[src/rtl/dlx_mem_pkg.sv]
// Shared codes, FSM states and big-endian lane helpers for the MEM-stage
// load/store bridge.
package dlx_mem_pkg;

   localparam logic [1:0] SIZE_BYTE = 2'b00;
   localparam logic [1:0] SIZE_HALF = 2'b01;
   localparam logic [1:0] SIZE_WORD = 2'b10;

   typedef enum logic [2:0] {
      IDLE,
      RD_ISSUE,
      RD_WAIT_BUSY,
      RD_WAIT,
      WR_ISSUE,
      WR_WAIT_BUSY,
      WR_WAIT,
      DONE
   } state_t;

   // Big-endian: byte offset 0 lives in [31:24], so the shift is (3-off)*8.
   function automatic logic [4:0] byte_shift(input logic [1:0] off);
      return {~off, 3'b000};
   endfunction

   function automatic logic [4:0] half_shift(input logic hi_half_n);
      return hi_half_n ? 5'd0 : 5'd16;
   endfunction

   function automatic logic is_misaligned(input logic [1:0] size, input logic [1:0] off);
      case (size)
         SIZE_BYTE: return 1'b0;
         SIZE_HALF: return off[0];
         SIZE_WORD: return off != 2'b00;
         default:   return 1'b1;
      endcase
   endfunction

endpackage

[src/rtl/dlx_byte_lane_unit.sv]
// Combinational lane logic: extracts and extends a load lane from a word,
// and merges a store lane into a word for read-modify-write.
module dlx_byte_lane_unit
   import dlx_mem_pkg::*;
(
   input  logic [1:0]  size,
   input  logic [1:0]  addr_lo,
   input  logic        sign_ext,
   input  logic [31:0] rdword,
   input  logic [31:0] wdata,
   output logic [31:0] load_data,
   output logic [31:0] store_word
);

   logic [4:0]  sh;
   logic [7:0]  lane_b;
   logic [15:0] lane_h;

   always_comb begin
      sh         = '0;
      lane_b     = '0;
      lane_h     = '0;
      load_data  = rdword;
      store_word = wdata;
      case (size)
         SIZE_BYTE: begin
            sh         = byte_shift(addr_lo);
            lane_b     = 8'(rdword >> sh);
            load_data  = {{24{sign_ext & lane_b[7]}}, lane_b};
            store_word = (rdword & ~(32'h0000_00FF << sh)) | ({24'h0, wdata[7:0]} << sh);
         end
         SIZE_HALF: begin
            sh         = half_shift(addr_lo[1]);
            lane_h     = 16'(rdword >> sh);
            load_data  = {{16{sign_ext & lane_h[15]}}, lane_h};
            store_word = (rdword & ~(32'h0000_FFFF << sh)) | ({16'h0, wdata[15:0]} << sh);
         end
         default: begin
            load_data  = rdword;
            store_word = wdata;
         end
      endcase
   end

endmodule

[src/rtl/dlx_mem_access_bridge.sv]
// MEM-stage front end: turns one CPU byte/half/word access into word-only
// controller transactions, with read-modify-write for sub-word stores.
module dlx_mem_access_bridge
   import dlx_mem_pkg::*;
#(
   parameter int unsigned DATA_WIDTH = 32,
   parameter int unsigned ADDR_WIDTH = 32
) (
   input  logic                  clk,
   input  logic                  rst,
   input  logic                  mem_req,
   input  logic                  mem_we,
   input  logic [1:0]            mem_size,
   input  logic                  mem_signed,
   input  logic [ADDR_WIDTH-1:0] mem_addr,
   input  logic [DATA_WIDTH-1:0] mem_wdata,
   output logic [DATA_WIDTH-1:0] mem_rdata,
   output logic                  mem_done,
   output logic                  mem_misaligned,
   output logic                  mem_stall,
   output logic                  data_rd_en,
   output logic                  data_wr_en,
   output logic [ADDR_WIDTH-1:0] data_addr,
   output logic [DATA_WIDTH-1:0] data_in,
   input  logic [DATA_WIDTH-1:0] data_out,
   input  logic                  data_out_valid,
   input  logic                  bus_busy
);

   state_t                state;
   logic                  we_q;
   logic                  signed_q;
   logic [1:0]            size_q;
   logic [1:0]            addr_lo_q;
   logic [DATA_WIDTH-1:0] wdata_q;
   logic [DATA_WIDTH-1:0] load_data;
   logic [DATA_WIDTH-1:0] store_word;

   assign mem_stall = mem_req & ~mem_done;

   // Lane unit works straight off data_out so the load result and merged
   // store word are both ready on the data_out_valid cycle.
   dlx_byte_lane_unit u_lane (
      .size       (size_q),
      .addr_lo    (addr_lo_q),
      .sign_ext   (signed_q),
      .rdword     (data_out),
      .wdata      (wdata_q),
      .load_data  (load_data),
      .store_word (store_word)
   );

   always_ff @(posedge clk) begin
      if (rst) begin
         state          <= IDLE;
         we_q           <= 1'b0;
         signed_q       <= 1'b0;
         size_q         <= '0;
         addr_lo_q      <= '0;
         wdata_q        <= '0;
         mem_rdata      <= '0;
         mem_done       <= 1'b0;
         mem_misaligned <= 1'b0;
         data_rd_en     <= 1'b0;
         data_wr_en     <= 1'b0;
         data_addr      <= '0;
         data_in        <= '0;
      end else begin
         case (state)
            IDLE: begin
               if (mem_req) begin
                  we_q      <= mem_we;
                  signed_q  <= mem_signed;
                  size_q    <= mem_size;
                  addr_lo_q <= mem_addr[1:0];
                  wdata_q   <= mem_wdata;
                  data_addr <= {mem_addr[ADDR_WIDTH-1:2], 2'b00};
                  if (is_misaligned(mem_size, mem_addr[1:0])) begin
                     mem_rdata      <= '0;
                     mem_done       <= 1'b1;
                     mem_misaligned <= 1'b1;
                     state          <= DONE;
                  end else if (!mem_we || mem_size != SIZE_WORD) begin
                     state <= RD_ISSUE;
                  end else begin
                     data_in <= mem_wdata;
                     state   <= WR_ISSUE;
                  end
               end
            end
            RD_ISSUE: begin
               if (!bus_busy) begin
                  data_rd_en <= 1'b1;
                  state      <= RD_WAIT_BUSY;
               end
            end
            RD_WAIT_BUSY: begin
               data_rd_en <= 1'b0;
               if (bus_busy) state <= RD_WAIT;
            end
            RD_WAIT: begin
               if (data_out_valid) begin
                  if (we_q) begin
                     data_in <= store_word;
                     state   <= WR_ISSUE;
                  end else begin
                     mem_rdata      <= load_data;
                     mem_done       <= 1'b1;
                     mem_misaligned <= 1'b0;
                     state          <= DONE;
                  end
               end
            end
            WR_ISSUE: begin
               if (!bus_busy) begin
                  data_wr_en <= 1'b1;
                  state      <= WR_WAIT_BUSY;
               end
            end
            WR_WAIT_BUSY: begin
               data_wr_en <= 1'b0;
               if (bus_busy) state <= WR_WAIT;
            end
            WR_WAIT: begin
               if (!bus_busy) begin
                  mem_done       <= 1'b1;
                  mem_misaligned <= 1'b0;
                  state          <= DONE;
               end
            end
            DONE: begin
               mem_done       <= 1'b0;
               mem_misaligned <= 1'b0;
               state          <= IDLE;
            end
            default: state <= IDLE;
         endcase
      end
   end

endmodule

[config.mk]
export PLATFORM = sky130hd
export DESIGN_NAME = dlx_mem_access_bridge
export DESIGN_NICKNAME = d
export VERILOG_FILES = /design/src/rtl/dlx_mem_pkg.sv /design/src/rtl/dlx_byte_lane_unit.sv /design/src/rtl/dlx_mem_access_bridge.sv
export SDC_FILE = /design/constraint.sdc
export NUM_CORES = 1
export LEC_CHECK = 0
export CAP_MARGIN = 15
export CORE_MARGIN = 5
export CORE_UTILIZATION = 39
export DETAILED_ROUTE_END_ITERATION = 10
export GPL_TIMING_DRIVEN = 0
export PLACE_DENSITY_LB_ADDON = 0.25
export SLEW_MARGIN = 25
export SYNTH_ARGS = -nofsm -noshare
export SYNTH_HDL_FRONTEND = slang
export SYNTH_SLANG_ARGS = --single-unit
[constraint.sdc]
create_clock -name clk -period 3 [get_ports clk]
set_input_delay 0.6 -clock clk [delete_from_list [all_inputs] [get_ports clk]]
set_output_delay 0.6 -clock clk [all_outputs]
set_load 0.01 [all_outputs]
==> metrics.csv, run 1 <==
metric,value,unit
result of the run,finished clean,
reported max-cap violation count,0,
clock root buffer master,clkbuf_16,
Required @ worst endpoint,3.33,ns
Clock Tree Buf Depth,2,
Max Clock Skew,0.006311,ns
path type of the worst setup path,input pin to register,
reg2reg setup slack,0.36,ns
switching portion of total power,34.16,%
number of nets in the final layout,1148,
Vias,7066,
worst r2r src,state[2],
logic depth of the worst register-to-register path,7,
final setup vio count,0,
crit path cell chain,"clkdlybuf4s50_1, or4b_1, buf_2, nor4_4, nor2_2, buf_4, o41ai_2",
total placed cells including tap cells,1249,
clock sink count,139,
CP endpoint kind,register,
htree depth,4,
DRT antenna net count,0,
count of antenna diodes in the layout,0,
remaining max-slew budget at the tightest pin,39.02,%
Total Routing Usage GR,24.08,%
data arrival at the endpoint of the critical path,3.21,ns
Peak supply drop,0.4721,mV
Post-Route Hold Slack,0.4502,ns
"Slew Viols, Final",0,
Horiz. Die Dim,141.2,um
source of the worst hold timing path,data_addr[12],
Final Hold Viols,0,
number of detailed-routing iterations run before antenna repair,5,
total global routing overflow,0,
max layer used,met4,
Residual DRC,0,
final period demand of the worst path,2.878,ns
overall die area,0.01994,mm2
cell internal power dissipation,4.368,mW
overall power consumption,6.635,mW
cell count after synthesis,820,
met1 wire length,10210,um
power share of the sequential group,33.9,%
per-cell routed wire length,19.14,um
Core Region,0.01712,mm2
Die Y-Extent,141.2,um
part of the Yosys area used for sequential elements,41.45,%
met2 WL post-DR,10920,um
CP Max Fanout,10,
hold path endpoint,data_addr[12],
distinct cell type count of the synthesized netlist,55,
"count of placed standard cells in the final layout, fillers left out",1280,
Setup Buffers After CTS,0,
count of port buffers added during placement,203,
total CTS buffers,17,
area of the mapped netlist,0.006714,mm2
area delta synth->final,43.87,%
power density over the cells,686.9,mW/mm2
number of top-level pins,206,
worst-skew pair later-pin latency,0.43,ns
Hold Path Depth,2,
overall routed net length,24500,um
share of post-route cells with drive strength above 1,7.773,%
TritonCTS clock tree,built,
Finished Core Util,56.43,%
maximum number of pins on one net before global-route repair,17,
Ys Warns,0,
detailed-routed wire length on met3,2692,um
ys async rst share,0,%
slew of the pin with the lowest slew margin,0.9148,ns
per-cell via count in the routed design,5.520,
effective utilization at floorplan,39.23,%
vias in the first global route,6848,
final worst path period share,95.94,%
clock transition time at the flip-flop clock pins of the worst setup and hold paths,0.06,ns
Clk network pwr share,32.6,%
dpl hpwl,18530,um
synthesized flop and latch total,139,
sort of element at the start of the critical path,input pin,
destination of the worst register-to-register timing path,data_in[15],
wire length of the first global-routing pass,37850,um
Main synth FF type,dfxtp_1,
highest cell delay on the worst timing path,0.60,ns
initial antenna violation count,0,
fmax,347.4,MHz
setup TNS,0,ns
total leakage power,3.342,nW
Avg Inst Size Synth,8.188,um2
logic gate share of total power,33.5,%
number of synthesized flops with an enable pin,0,
net load switching power,2.267,mW
cell with the largest stage delay on the worst path,clkdlybuf4s50_1,
final weighted congestion in routability-driven placement,0.9142,
drt initial violations,606,
kind of path behind the tightest hold check,register to register,
setup repair after global routing missed its margin,false,
Rows,48,
[cell usage in the layout (no fill, tap or decap), types with 5 or more instances in the layout]
master / instances
and3_1: 5
nor2_1: 35
o211ai_1: 18
a221o_1: 20
clkbuf_16: 17
o221ai_1: 16
o41ai_1: 6
nor2b_1: 6
mux2i_1: 14
nand2b_1: 30
inv_1: 22
nor3_1: 15
clkdlybuf4s50_1: 203
dfxtp_1: 139
a311oi_1: 9
mux2_2: 27
clkbuf_8: 7
o32ai_1: 8
nand4_1: 8
a32o_1: 17
o21ai_0: 16
o22ai_1: 5
clkbuf_1: 64
a21oi_1: 102
buf_1: 5
or2_2: 5
a211oi_1: 11
nand2_1: 167
[synth_stat cells, types with 5 or more instances]
| master | instances | area, um2 |
|---|---|---|
| or2_2 | 5 | 31.28 |
| nor2b_1 | 6 | 37.54 |
| nor3_1 | 15 | 75.07 |
| o32ai_1 | 8 | 70.07 |
| a211oi_1 | 11 | 82.58 |
| nand2b_1 | 30 | 187.7 |
| a311oi_1 | 9 | 78.83 |
| o21ai_0 | 16 | 80.08 |
| a21oi_1 | 102 | 510.5 |
| o221ai_1 | 16 | 140.1 |
| a32o_1 | 17 | 170.2 |
| o41ai_1 | 6 | 52.55 |
| and3_1 | 5 | 31.28 |
| o211ai_1 | 18 | 135.1 |
| buf_1 | 5 | 18.77 |
| clkbuf_1 | 62 | 232.7 |
| nand2_1 | 167 | 626.9 |
| o22ai_1 | 5 | 31.28 |
| mux2_2 | 27 | 304.0 |
| a221o_1 | 20 | 200.2 |
| dfxtp_1 | 139 | 2783 |
| nor2_1 | 35 | 131.4 |
| inv_1 | 22 | 82.58 |
| mux2i_1 | 14 | 140.1 |
| nand4_1 | 8 | 50.05 |
[power groups by stage]
| stage | clock network [mW] | registers, mW | logic (mW) |
|---|---|---|---|
| after floorplan | 0 | 2.28 | 1.31 |
| after global placement | 0 | 2.28 | 2.17 |
| after detailed placement | 0 | 2.29 | 2.18 |
| after CTS | 2.19 | 2.25 | 2.20 |
| after global routing | 2.26 | 2.28 | 2.43 |
| final | 2.16 | 2.25 | 2.22 |
[area by class of cell]
| cell class | instances | area (um2) |
|---|---|---|
| buffer | 78 | 335.3 |
| clock buffer | 26 | 529.3 |
| clock inverter | 5 | 80.08 |
| fill | 1587 | 7457 |
| inverter | 23 | 86.33 |
| multi-input combinational | 581 | 3532 |
| sequential | 139 | 2783 |
| tap | 225 | 281.5 |
| timing repair buffer | 203 | 2032 |
[metal layers]
| metal | track usage (%) | up-vias |
|---|---|---|
| met5 | 0 | - |
| met4 | 8.720 | 0 |
| met3 | 8.684 | 57 |
| li1 | - | 3396 |
| met2 | 37.65 | 346 |
| met1 | 30.63 | 3267 |
[critical path: cells and delay by family]
family                 cells  cell delay, ns
buffers and inverters      3            1.06
AND/OR/NAND/NOR            3            1.23
AO/OA/AOI/OAI              1            0.32
[how the worst max path moves through the flow]
| stage | startpoint | to | slack [ns] | cells past startpoint |
|---|---|---|---|---|
| after floorplan | mem_req | data_in[22] | 0.68 | 7 |
| after global placement | data_out_valid | mem_rdata[16] | -0.48 | 7 |
| after detailed placement | mem_req | data_in[14] | -0.34 | 7 |
| after CTS | mem_req | data_in[15] | 0.09 | 7 |
| after global routing | mem_req | data_in[26] | 0.02 | 6 |
| final | mem_req | data_in[15] | 0.12 | 7 |
[stage by stage]
| step | setup WS, ns | instance area, um2 |
|---|---|---|
| floorplan | 0.6790 | 6718 |
| global placement | -0.4841 | 9031 |
| detailed placement | -0.3408 | 9037 |
| CTS | 0.08614 | 9647 |
| global route | 0.02060 | 9659 |
| finish | 0.1217 | 9659 |
[state kept, by name (all words and copies together), names as in the netlist]
name            count
we_q                1
mem_misaligned      1
signed_q            1
data_addr          30
size_q              2
wdata_q            32
state               3
data_in            32
mem_rdata          32
addr_lo_q           2
mem_done            1
data_rd_en          1
data_wr_en          1
[timing repair]
action / CTS / global route
hold buffers: 0 / 0
gates resized for setup: 0 / 1
endpoints found under the setup margin: 0 / 11
[cells by family after synthesis]
kind of cell / synth area share [%]
other cells: 0.05585
simple gates: 19.59
mux: 6.616
compound gates: 26.02
buf+inv: 6.280
flops: 41.45
No activity file was read; power rests on OpenSTA's default activity.
==> inputs of run 2 (changes only) <==
--- a/config.mk
+++ b/config.mk
@@ -8,6 +8,7 @@
 export CAP_MARGIN = 15
 export CORE_MARGIN = 5
 export CORE_UTILIZATION = 39
+export CTS_CLUSTER_SIZE = 20
 export DETAILED_ROUTE_END_ITERATION = 10
 export GPL_TIMING_DRIVEN = 0
 export PLACE_DENSITY_LB_ADDON = 0.25
==> results of run 2 <==
Same layout as run 1: the final DEF is identical, and so are final timing and power.
